## config.mk

```make
export PLATFORM = sky130hd
export DESIGN_NAME = instr_memaccess
export DESIGN_NICKNAME = d
export VERILOG_FILES = /design/src/rtl/instr_memaccess.sv
export SDC_FILE = /design/constraint.sdc
export NUM_CORES = 1
export LEC_CHECK = 0
export ABC_AREA = 1
export ABC_CLOCK_PERIOD_IN_PS = 3350
export CORE_ASPECT_RATIO = 1.5
export CORE_MARGIN = 2
export CORE_UTILIZATION = 45
export CTS_CLUSTER_SIZE = 10
export DETAILED_ROUTE_END_ITERATION = 16
export PLACE_DENSITY = 0.95
export RECOVER_POWER = 25
export SKIP_CTS_REPAIR_TIMING = 1
export SLEW_MARGIN = 20
export SYNTH_ARGS = -nofsm -noshare
export SYNTH_HDL_FRONTEND = slang
export SYNTH_SLANG_ARGS = --single-unit
```

## constraint.sdc

```tcl
create_clock -name clk -period 3.35 [get_ports clk]
set_input_delay 0.8375 -clock clk [delete_from_list [all_inputs] [get_ports clk]]
set_output_delay 0.8375 -clock clk [all_outputs]
set_load 0.05 [all_outputs]
```

## src/rtl/instr_memaccess.sv

```systemverilog
// Memory-access pipeline stage of the pipelined MIPS core.
// Takes the execute-stage bundle, issues at most one word load/store per
// instruction over a req/ack data-memory port, and registers the MEM/WB
// bundle. Upstream is held via memStall while a request is outstanding,
// and a bubble (all-zero bundle) is emitted on every stall cycle.
module instr_memaccess (
  input  logic        clk,
  input  logic        rst_n,
  input  logic [71:0] exbus,
  input  logic        exValid,
  input  logic        dmem_ack,
  input  logic [31:0] dmem_rdata,
  output logic        dmem_req,
  output logic        dmem_we,
  output logic [31:0] dmem_addr,
  output logic [31:0] dmem_wdata,
  output logic        memStall,
  output logic [70:0] membus,
  output logic [15:0] stallCount
);

  typedef enum logic {IDLE, BUSY} state_t;

  state_t      state_q;
  logic        dmem_req_q;
  logic        dmem_we_q;
  logic [31:0] dmem_addr_q;
  logic [31:0] dmem_wdata_q;
  logic [70:0] membus_q;
  logic [15:0] stall_count_q;
  logic [15:0] stall_count_d;

  // Execute-bundle fields
  logic [4:0]  ex_write_reg;
  logic [31:0] ex_alu_out;
  logic [31:0] ex_write_data;
  logic        ex_memto_reg;
  logic        ex_reg_write;
  logic        ex_mem_write;
  logic        is_memop;
  logic        is_load;

  assign ex_write_reg  = exbus[4:0];
  assign ex_alu_out    = exbus[36:5];
  assign ex_write_data = exbus[68:37];
  assign ex_memto_reg  = exbus[69];
  assign ex_reg_write  = exbus[70];
  assign ex_mem_write  = exbus[71];

  // A set memWrite overrides memtoReg, so the illegal combination is a store.
  assign is_memop = exValid & (ex_memto_reg | ex_mem_write);
  assign is_load  = ex_memto_reg & ~ex_mem_write;

  // Stall while a memop is being accepted or while waiting for the ack.
  always_comb begin
    memStall = 1'b0;
    if (state_q == IDLE) begin
      memStall = is_memop;
    end else begin
      memStall = ~dmem_ack;
    end
  end

  // Saturating stall-cycle counter next value.
  always_comb begin
    stall_count_d = stall_count_q;
    if (memStall && (stall_count_q != 16'hFFFF)) begin
      stall_count_d = stall_count_q + 16'd1;
    end
  end

  // Request/ack FSM with registered memory-port and MEM/WB outputs.
  always_ff @(posedge clk or negedge rst_n) begin
    if (!rst_n) begin
      state_q      <= IDLE;
      dmem_req_q   <= 1'b0;
      dmem_we_q    <= 1'b0;
      dmem_addr_q  <= 32'h0;
      dmem_wdata_q <= 32'h0;
      membus_q     <= 71'h0;
    end else begin
      case (state_q)
        IDLE: begin
          if (is_memop) begin
            dmem_req_q   <= 1'b1;
            dmem_we_q    <= ex_mem_write;
            dmem_addr_q  <= ex_alu_out;
            dmem_wdata_q <= ex_write_data;
            membus_q     <= 71'h0;
            state_q      <= BUSY;
          end else begin
            membus_q <= {ex_reg_write & exValid, ex_memto_reg & exValid,
                         32'h0, ex_alu_out, ex_write_reg};
          end
        end
        BUSY: begin
          if (dmem_ack) begin
            // exbus is still held by upstream, so it describes this access.
            membus_q   <= {ex_reg_write, is_load,
                           is_load ? dmem_rdata : 32'h0,
                           ex_alu_out, ex_write_reg};
            dmem_req_q <= 1'b0;
            state_q    <= IDLE;
          end else begin
            membus_q <= 71'h0;
          end
        end
        default: begin
          state_q    <= IDLE;
          dmem_req_q <= 1'b0;
        end
      endcase
    end
  end

  // Performance counter; only reset clears it.
  always_ff @(posedge clk or negedge rst_n) begin
    if (!rst_n) begin
      stall_count_q <= 16'h0;
    end else begin
      stall_count_q <= stall_count_d;
    end
  end

  assign dmem_req   = dmem_req_q;
  assign dmem_we    = dmem_we_q;
  assign dmem_addr  = dmem_addr_q;
  assign dmem_wdata = dmem_wdata_q;
  assign membus     = membus_q;
  assign stallCount = stall_count_q;

endmodule

```

# Word level (Yosys, flattened, before mapping)
# Index checks and enable logic that the tools add are counted.
# op_classes
add_sub_neg	1
n_eq_ne	3
mux	11
bitwise_logic	8
reduce_logical	3
# ops
cell	count
2-to-1 mux 71 bit	2
case mux 71 bit (2 select lines)	1
2-to-1 mux 32 bit	1
adder 16 x 1 -> 16 bit (second input constant)	1
inequality test 16 bit (second input constant)	1
2-to-1 mux 1 bit	5
bitwise AND 1 bit	4
inequality test 2 bit (second input constant)	2
case mux 1 bit (2 select lines)	2
AND reduction 2 bit	2
NOT 1 bit	3
logical AND 1 bit	1
bitwise OR 1 bit	1
# totals
ff_bits	154
out_inout_bits	154
elab_cells	33

# Logic depth before layout (Yosys ltp)
# Gate-level depths: netlist of run 1.
# logic_depth
word_depth	5
mapped_depth	9
mapped_depth_nobuf	9

# Worst setup path after synthesis of run 1
# No wires, ideal clock.
# synth_timing
path_kind	input to output
from	in exValid
to	out memStall
t_arrival_ns	1.535
slack_ns	0.978
path_stages	5
path_buffers	1
path_cell_list	inv_1 -> nor2_2 -> nor2_1 -> nor2_4 -> buf_2
# synth_between
elab_chain_len	2
# synth_lines
item	line_no	rtl
start, declared	10	input logic exValid,
bitwise AND 1 bit	51	assign is_memop = exValid & (ex_memto_reg | ex_mem_write);
2-to-1 mux 1 bit	57	if (state_q == IDLE) begin
end, declared	17	output logic memStall,
# Every way passes these cells.

# Final worst setup path of run 1
# layout_timing
from	in exbus[71]
to	out memStall
# layout_between
elab_chain_len	3
# layout_lines
item	line_no	rtl
start, declared	9	input logic [71:0] exbus,
bitwise OR 1 bit	51	
bitwise AND 1 bit	51	
2-to-1 mux 1 bit	57	
# Every way passes these cells.

==> results of run 1 <==
==> report_power, final <==
part / total, mW / internal, mW / switching [mW]
combinational: 2.99 / 1.01 / 1.98
clock: 1.77 / 0.983 / 0.787
sequential: 2.49 / 2.24 / 0.246
total: 7.24 / 4.23 / 3.01
==> state kept, by name, indices dropped and copies added (netlist names) <==
signal and count:
dmem_addr 32, dmem_we 1, stallCount 16, state_q 1, membus 71, dmem_req 1, dmem_wdata 32
==> cell type report <==
cell class	instances	area [sq um]
Timing Repair Buffer	266	2680
Sequential cell	154	3850
Tap cell	159	199
Fill cell	872	3690
Inverter	88	330
Clock buffer	18	439
Multi-Input combinational cell	299	1580
Clock inverter	13	110
==> synth_stat cells (6+ instances only) <==
cell | count | area (sq um)
nand4_1 | 6 | 37.5
nand3_1 | 9 | 45.0
nand2_2 | 8 | 50.1
inv_1 | 87 | 327
buf_6 | 6 | 67.6
o21ai_2 | 8 | 70.1
buf_2 | 7 | 35.0
o21ai_0 | 29 | 145
nand2_1 | 100 | 375
dfrtp_1 | 154 | 3850
nor2_1 | 85 | 319
mux2_2 | 32 | 360
==> worst max-delay path, stage by stage <==
cell and delay [ns]:
clkdlybuf4s50_1 0.58, nor2_2 0.07, nor2_2 0.12, nor2_1 0.08, nor2_4 0.12, buf_12 0.14
==> cells by family after synthesis <==
group                    count (synthesis)
adder cells (fa/ha/maj)                  1
buffers and inverters                  107
AND/OR/NAND/NOR                        218
multiplexers                            32
flip-flops                             154
AO/OA/AOI/OAI                           43
XOR/XNOR                                 5
==> worst max path at each step <==
stage | from | to | slack, ns | cells past startpoint
2_1_floorplan | exValid | memStall | 0.98 | 5
3_3_place_gp | exbus[71] | memStall | 0.57 | 6
3_5_place_dp | exbus[71] | memStall | 0.55 | 6
4_1_cts | exbus[71] | memStall | 0.54 | 6
5_1_grt | rst_n | stallCount[7] | 0.25 | 2
6_report | exbus[71] | memStall | 0.55 | 6
==> layer usage <==
metal	vias to the layer above	track usage (%)	part of all wire, %
met5	-	0	0
met4	0	7.16	2.2
met3	25	5.41	5.0
met2	163	39.5	56
met1	2238	23.4	37
li1	2232	-	-
==> results_dict.tcl, run 1 <==
set metrics [dict create \
    cp_max_fo 4 \
    setup_slack_ns 0.552 \
    r2r_slack_ns 1.46 \
    die_area_sq_mm 0.0141 \
    syn2layout_area_growth_pct 55.5 \
    place_area_sq_mm 0.00865 \
    synthXorXnorAreaFrac_pct 0.740 \
    synthMuxAreaShare_pct 6.09 \
    path_class "in -> out" \
    vias 4658 \
    synth-simple-area-share_pct 15.4 \
    clockBufferDepth 2 \
    fin_util_pct 71.4 \
    rows 51 \
    synth_flop_cell "dfrtp_1" \
    drive_above_1_share_pct 11.5 \
    fin_crit_ns 2.80 \
    status "finished with violations" \
    grt_max_degree 99 \
    grt_usage_pct 21.2 \
    pin_count 262 \
    ant_nets 0 \
    path_clk_slew_ns 0.06 \
    yosysWarnings 0 \
    worst_r2r_endpoint "stallCount[11]" \
    h-tree-depth 4 \
    synth_adder_area_share_pct 0.211 \
    final.setup.tns_ns 0 \
    grt_pass1_vias 4646 \
    postSynthCellCount 560 \
    max_freq_ghz 0.357 \
    n_antenna_cell 0 \
    crit_required_ns 2.51 \
    synth_cell_type_count 24 \
    mostFrequentLayoutCells "clkdlybuf4s50_1 (259), dfrtp_1 (154), nand2_1 (100)" \
    synth_area_sq_mm 0.00592 \
    post-dp-hpwl_mm 11.4 \
    drt-total-wl_mm 15.4 \
    tightest_slew_ns 2.29 \
    power.density_mw_per_mm2 787 \
    min_to "dmem_we" \
    initial_utilization_pct 45.9 \
    maxCapViolations 1 \
    final_common_cell "clkdlybuf4s50_1" \
    vias_per_cell 4.67 \
    synth_fp_nets 669 \
    cp-start-kind "input pin" \
    synth_compound_area_share_pct 4.38 \
    stdcell_count 997 \
    final_area_sq_mm 0.00920 \
    cts.sinks 154 \
    cellLeakagePower_nw 4.35 \
    layout.nets 935 \
    period_share_pct 83.5 \
    cp-end-kind "output port" \
    dieWidth_um 97.6 \
    place_inst 966 \
    antenna_found_initial 0 \
    synth_edf_count 0 \
    dr.pass1.iters 5 \
    r2r-start "stallCount[0]" \
    cts_tree "done" \
    clock_latency_ns 0.40 \
    cp_data_arrival_time_ns 1.96 \
    hold_depth 2 \
    place_congestion 0.824 \
    post-place-ws_ns 0.547 \
    slew_violations 53 \
    peakVddDrop_v 0.000488 \
    slew_headroom_pct -52.6 \
    cts-root-buf "clkbuf_16" \
    setup_viol_count_final 0 \
    core_sq_mm 0.0129 \
    drc 0 \
    cts_inserted_buffers 17 \
    reg2reg_depth 9 \
    hold_slack_ns 0.470 \
    avgRoutedWirePerCell_um 15.4 \
    grt_pass1_wl_mm 23.4 \
    violations "max-capacitance violations, max-slew violations" \
    drt_iter0_drc 136 \
    synth_area_per_cell_sq_um 10.6 \
    dieHeight_um 144 \
    grt-ovfl-total 0 \
    rsz0062_at_grt "no" \
    synth_seq_cells 154 \
    power_mw 7.24 \
    min_from "dmem_we" \
    hold_violations 0 \
    hp-class "reg -> reg" \
    numPortBuffers 261 \
    async_flop_share_pct 100 \
    finalClockSkew_ns 0.0109 \
    synth_top_family_by_area "simple AND/OR/NAND/NOR gates" \
    ys_seq_area_share_pct 65.1 \
]
(Power assumes the default switching activity.)
==> run 2: changes to the inputs <==
--- a/config.mk
+++ b/config.mk
@@ -6,13 +6,13 @@
 export NUM_CORES = 1
 export LEC_CHECK = 0
 export ABC_AREA = 1
-export ABC_CLOCK_PERIOD_IN_PS = 3350
+export ABC_CLOCK_PERIOD_IN_PS = 2500
 export CORE_ASPECT_RATIO = 1.5
 export CORE_MARGIN = 2
-export CORE_UTILIZATION = 45
+export CORE_UTILIZATION = 38
 export CTS_CLUSTER_SIZE = 10
 export DETAILED_ROUTE_END_ITERATION = 16
-export PLACE_DENSITY = 0.95
+export PLACE_DENSITY = 0.88
 export RECOVER_POWER = 25
 export SKIP_CTS_REPAIR_TIMING = 1
 export SLEW_MARGIN = 20
==> constraint.sdc (replaced) <==
create_clock -name clk -period 2.5 [get_ports clk]
set_input_delay 0.625 -clock clk [delete_from_list [all_inputs] [get_ports clk]]
set_output_delay 0.625 -clock clk [all_outputs]
set_load 0.05 [all_outputs]
==> results_dict.tcl, run 2 (synthesized netlist as in run 1, its figures left out) <==
set metrics [dict create \
    seq_area_sq_mm 0.00385 \
    setup_viol_count_final 0 \
    path_class "reg -> out" \
    peakVddDrop_v 0.000575 \
    die_area_sq_mm 0.0166 \
    maxCapViolations 0 \
    layout.nets 941 \
    grt-ovfl-total 0 \
    post-dp-hpwl_mm 11.4 \
    vias 4663 \
    tightest_slew_ns 1.25 \
    vias_per_cell 4.47 \
    mostFrequentLayoutCells "clkdlybuf4s50_1 (259), dfrtp_1 (154), nand2_1 (100)" \
    initial_utilization_pct 39.1 \
    drt_iter0_drc 154 \
    power.density_mw_per_mm2 1060 \
    slew_headroom_pct 16.7 \
    crit_chain "clkdlybuf4s50_1" \
    cp_data_arrival_time_ns 1.75 \
    drive_above_1_share_pct 12.3 \
    clockBufferDepth 2 \
    finalClockSkew_ns 0.0107 \
    hold_violations 0 \
    numPortBuffers 261 \
    crit_path_top_delay_cell "clkdlybuf4s50_1" \
    multi_input_area_sq_mm 0.00158 \
    cts-root-buf "clkbuf_16" \
    place_congestion 0.819 \
    dieHeight_um 157 \
    ant_nets 0 \
    power_mw 9.88 \
    h-tree-depth 4 \
    cts_tree "done" \
    fin_crit_ns 2.38 \
    hp-class "in -> async" \
    rsz0062_at_grt "no" \
    cp_max_fo 7 \
    status "completed" \
    period_share_pct 95.0 \
    grt_pass1_wl_mm 24.3 \
    hold_slack_ns 0.471 \
    slowest_delay_ns 0.85 \
    final.setup.tns_ns 0 \
    slew_violations 0 \
    pin_count 262 \
    cts.sinks 154 \
    critPathBufInv 1 \
    max_freq_ghz 0.421 \
    avgRoutedWirePerCell_um 14.7 \
    r2r_slack_ns 0.82 \
    dr.pass1.iters 4 \
    final_common_cell "clkdlybuf4s50_1" \
    crit_family "buffers and inverters" \
    largest_reg_flops 71 \
    dieWidth_um 106 \
    path_clk_slew_ns 0.07 \
    drc 0 \
    n_fill_cell 1217 \
    cp-end-kind "output port" \
    antenna_found_initial 0 \
    drt-total-wl_mm 15.4 \
    grt_pass1_vias 4782 \
    crit_required_ns 1.88 \
    syn2layout_area_growth_pct 57.9 \
    grt_max_degree 60 \
    rows 55 \
    core_sq_mm 0.0151 \
    cts_inserted_buffers 17 \
    grt_usage_pct 18.9 \
    n_antenna_cell 0 \
    cp-start-kind "flip-flop" \
    cellLeakagePower_nw 4.41 \
    clock_latency_ns 0.41 \
]
[run 2: changes by cell type in the layout (fill, tap and decap cells not counted), sizes merged]
cell	delta
buf	+6
clkinvlp	-2
dlygate4sd2	-1
bufinv	+1
inv	+3
[run 2: final timing paths]
path	from	endpoint	depth (start not counted)
max	stallCount[2]	stallCount[2]	1
min	rst_n	dmem_wdata[7]	1
max reg2reg	stallCount[0]	stallCount[10]	9
min reg2reg	dmem_we	dmem_we	2
max in group asynchronous	rst_n	membus[54]	2
min in group clk	dmem_we	dmem_we	2
[run 2: per-stage QoR]
stage	util [%]	worst slack, ns	std cells	cell area [sq um]
global placement	58.0	0.159	1012	8770
global route	61.7	0.0623	1044	9350
floorplan	-	0.553	560	5920
CTS	61.8	0.105	1044	9350
detailed placement	58.0	0.139	1012	8770
finish	61.7	0.124	1044	9350
[run 2: metal layers]
layer / wire length [um] / vias up / track usage, % / share of wire, %
met3: 1000 / 25 / 4.83 / 6.5
met5: 0 / - / 0 / 0
met4: 368 / 0 / 7.96 / 2.4
met1: 5520 / 2216 / 20.1 / 36
li1: - / 2246 / - / -
met2: 8490 / 176 / 35.1 / 55
[run 2: cell type report]
class	count	share of cell area, %
flip-flops and latches	154	41.2
repair buffers	272	29.4
multi-input cells	299	17.0
clock buffers	17	4.55
inverters	88	3.53
well taps	199	2.66
clock inverters	15	1.63
[run 2: report_power, final]
| group | internal (mW) | total, mW | leakage [nW] | switching (mW) |
|---|---|---|---|---|
| Combinational | 1.38 | 4.03 | 2.16 | 2.65 |
| Clock | 1.41 | 2.53 | 0.277 | 1.12 |
| Sequential | 3.00 | 3.33 | 1.97 | 0.325 |
==> run 3: changes to the inputs <==
--- a/config.mk
+++ b/config.mk
@@ -5,14 +5,13 @@
 export SDC_FILE = /design/constraint.sdc
 export NUM_CORES = 1
 export LEC_CHECK = 0
-export ABC_AREA = 1
 export ABC_CLOCK_PERIOD_IN_PS = 2500
 export CORE_ASPECT_RATIO = 1.5
 export CORE_MARGIN = 2
-export CORE_UTILIZATION = 38
+export CORE_UTILIZATION = 37
 export CTS_CLUSTER_SIZE = 10
 export DETAILED_ROUTE_END_ITERATION = 16
-export PLACE_DENSITY = 0.88
+export PLACE_DENSITY = 0.87
 export RECOVER_POWER = 25
 export SKIP_CTS_REPAIR_TIMING = 1
 export SLEW_MARGIN = 20
==> results_dict.tcl, run 3 <==
set metrics [dict create \
    dieWidth_um 104 \
    finalClockSkew_ns 0.00834 \
    path_clk_slew_ns 0.07 \
    die_area_sq_mm 0.0160 \
    place_inst 822 \
    dieHeight_um 154 \
    grt_usage_pct 18.1 \
    numPortBuffers 261 \
    pin_count 262 \
    antenna_found_initial 0 \
    drive_above_1_share_pct 17.5 \
    cts_tree "done" \
    synth_largest_area_cell "dfrtp_1" \
    cp-end-kind "output port" \
    mostFrequentLayoutCells "clkdlybuf4s50_1 (259), dfrtp_1 (154), and2_1 (70)" \
    synth_edf_count 0 \
    async_flop_share_pct 100 \
    slew_violations 0 \
    grt_pass1_wl_mm 22.6 \
    clockBufferDepth 2 \
    cts.sinks 154 \
    post-place-ws_ns 0.0827 \
    ys_seq_area_share_pct 69.3 \
    grt-ovfl-total 0 \
    synth_seq_cells 154 \
    synth_fp_nets 478 \
    drt-total-wl_mm 14.2 \
    hp-class "in -> async" \
    vias_per_cell 4.66 \
    n_antenna_cell 0 \
    fin_crit_ns 2.42 \
    cellLeakagePower_nw 3.88 \
    cts_inserted_buffers 17 \
    cts-root-buf "clkbuf_16" \
    power.density_mw_per_mm2 936 \
    slowest_delay_ns 0.49 \
    hold_violations 0 \
    ys_top_cells_by_count "dfrtp_1 (154), and2_1 (70), mux2_2 (64)" \
    vias 3978 \
    grt_pass1_vias 4331 \
    n_fill_cell 1137 \
    cp_data_arrival_time_ns 1.79 \
    crit_family "buffers and inverters" \
    rsz0062_at_grt "no" \
    place_congestion 0.750 \
    max_freq_ghz 0.413 \
    maxCapViolations 0 \
    final_common_cell "clkdlybuf4s50_1" \
    core_sq_mm 0.0146 \
    h-tree-depth 4 \
    rows 54 \
    crit_required_ns 1.88 \
    tightest_slew_ns 1.00 \
    crit_chain "clkdlybuf4s50_1, o21ai_1, mux2_4, inv_1, buf_4" \
    synth_flop_cell "dfrtp_1" \
    stdcell_count 854 \
    slew_headroom_pct 33.2 \
    synth_area_sq_mm 0.00556 \
    critPathBufInv 3 \
    avgRoutedWirePerCell_um 16.6 \
    largest_reg_flops 71 \
    cp_max_fo 3 \
    yosysWarnings 0 \
    drt_iter0_drc 114 \
    postSynthCellCount 369 \
    initial_utilization_pct 38.1 \
    path_class "in -> out" \
    synth.top_cell.area_share_pct 69.3 \
    cp-start-kind "input pin" \
    setup_slack_ns 0.0815 \
    status "completed" \
    setup_viol_count_final 0 \
    dr.pass1.iters 4 \
    synth_area_per_cell_sq_um 15.1 \
    clock_latency_ns 0.40 \
    ys_top_cells_by_area "dfrtp_1 (69%), mux2_2 (13%), and2_1 (7.9%)" \
    syn2layout_area_growth_pct 62.0 \
    crit_path_top_delay_cell "clkdlybuf4s50_1" \
    drc 0 \
    yosysMostFrequentCell "dfrtp_1" \
    layout.nets 754 \
    period_share_pct 96.7 \
    grt_max_degree 64 \
    synth_cell_type_count 30 \
    ant_nets 0 \
    post-dp-hpwl_mm 10.8 \
    peakVddDrop_v 0.000632 \
    final.setup.tns_ns 0 \
]
## run 3: cell count changes after synthesis, sizes merged, moves of 34 or more
cell / previous run / this run
o21ai: 42 / 1
inv: 88 / 1
nand2: 108 / 7
mux2: 32 / 66
and2: 0 / 70
nor2: 94 / 5
## run 3: final timing paths
path / start / to / slack, ns / depth (start not counted)
max in group asynchronous: rst_n / dmem_addr[2] / 0.65 / 2
max reg2reg: stallCount[0] / stallCount[1] / 0.57 / 5
min reg2reg: dmem_req / dmem_req / 0.50 / 1
max: exbus[69] / memStall / 0.08 / 5
min in group clk: dmem_req / dmem_req / 0.50 / 1
min: rst_n / stallCount[11] / 0.37 / 1
## run 3: stage by stage
| step | utilization [%] | total power, mW | instance area (sq um) | hold slack (ns) |
|---|---|---|---|---|
| after floorplan | - | 4.90 | 5560 | 0.329 |
| after global placement | 58.1 | 6.00 | 8480 | 0.467 |
| after detailed placement | 58.1 | 6.08 | 8480 | 0.479 |
| after CTS | 61.9 | 8.53 | 9040 | 0.121 |
| after global routing | 61.7 | 8.76 | 9010 | 0.459 |
| final | 61.7 | 8.43 | 9010 | 0.372 |
## run 3: where the power goes
group / leakage [nW] / switching (mW) / internal [mW]
clock: 0.264 / 1.02 / 1.41
sequential: 1.92 / 0.247 / 2.86
combinational: 1.69 / 1.82 / 1.07
total: 3.88 / 3.09 / 5.34
## run 3: area by class of cell
class,count,area [sq um],share of cell area [%]
repair buffers,272,2700,30.0
clock inverters,12,114,1.26
well taps,196,245,2.72
clock buffers,20,447,4.96
multi-input cells,199,1640,18.2
flip-flops and latches,154,3850,42.8
inverters,1,3.75,0.0417
## run 3: kinds of logic after synthesis
logic type / after synthesis / share of synthesized area (%)
muxes: 66 / 13.5
AOI/OAI and AO/OA: 4 / 0.518
xor gates and xnor gates: 15 / 2.36
DFF: 154 / 69.3
adders and majority gates: 1 / 0.225
buffers and inverters: 16 / 1.35
and+or+nand+nor: 113 / 12.7
## run 3: layer usage
metal	global-route usage (%)	vias up	share of wire [%]
li1	-	1799	-
met1	18.2	1973	35
met2	33.6	180	54
met3	6.91	26	8.3
met4	6.56	0	2.0
met5	0	-	0
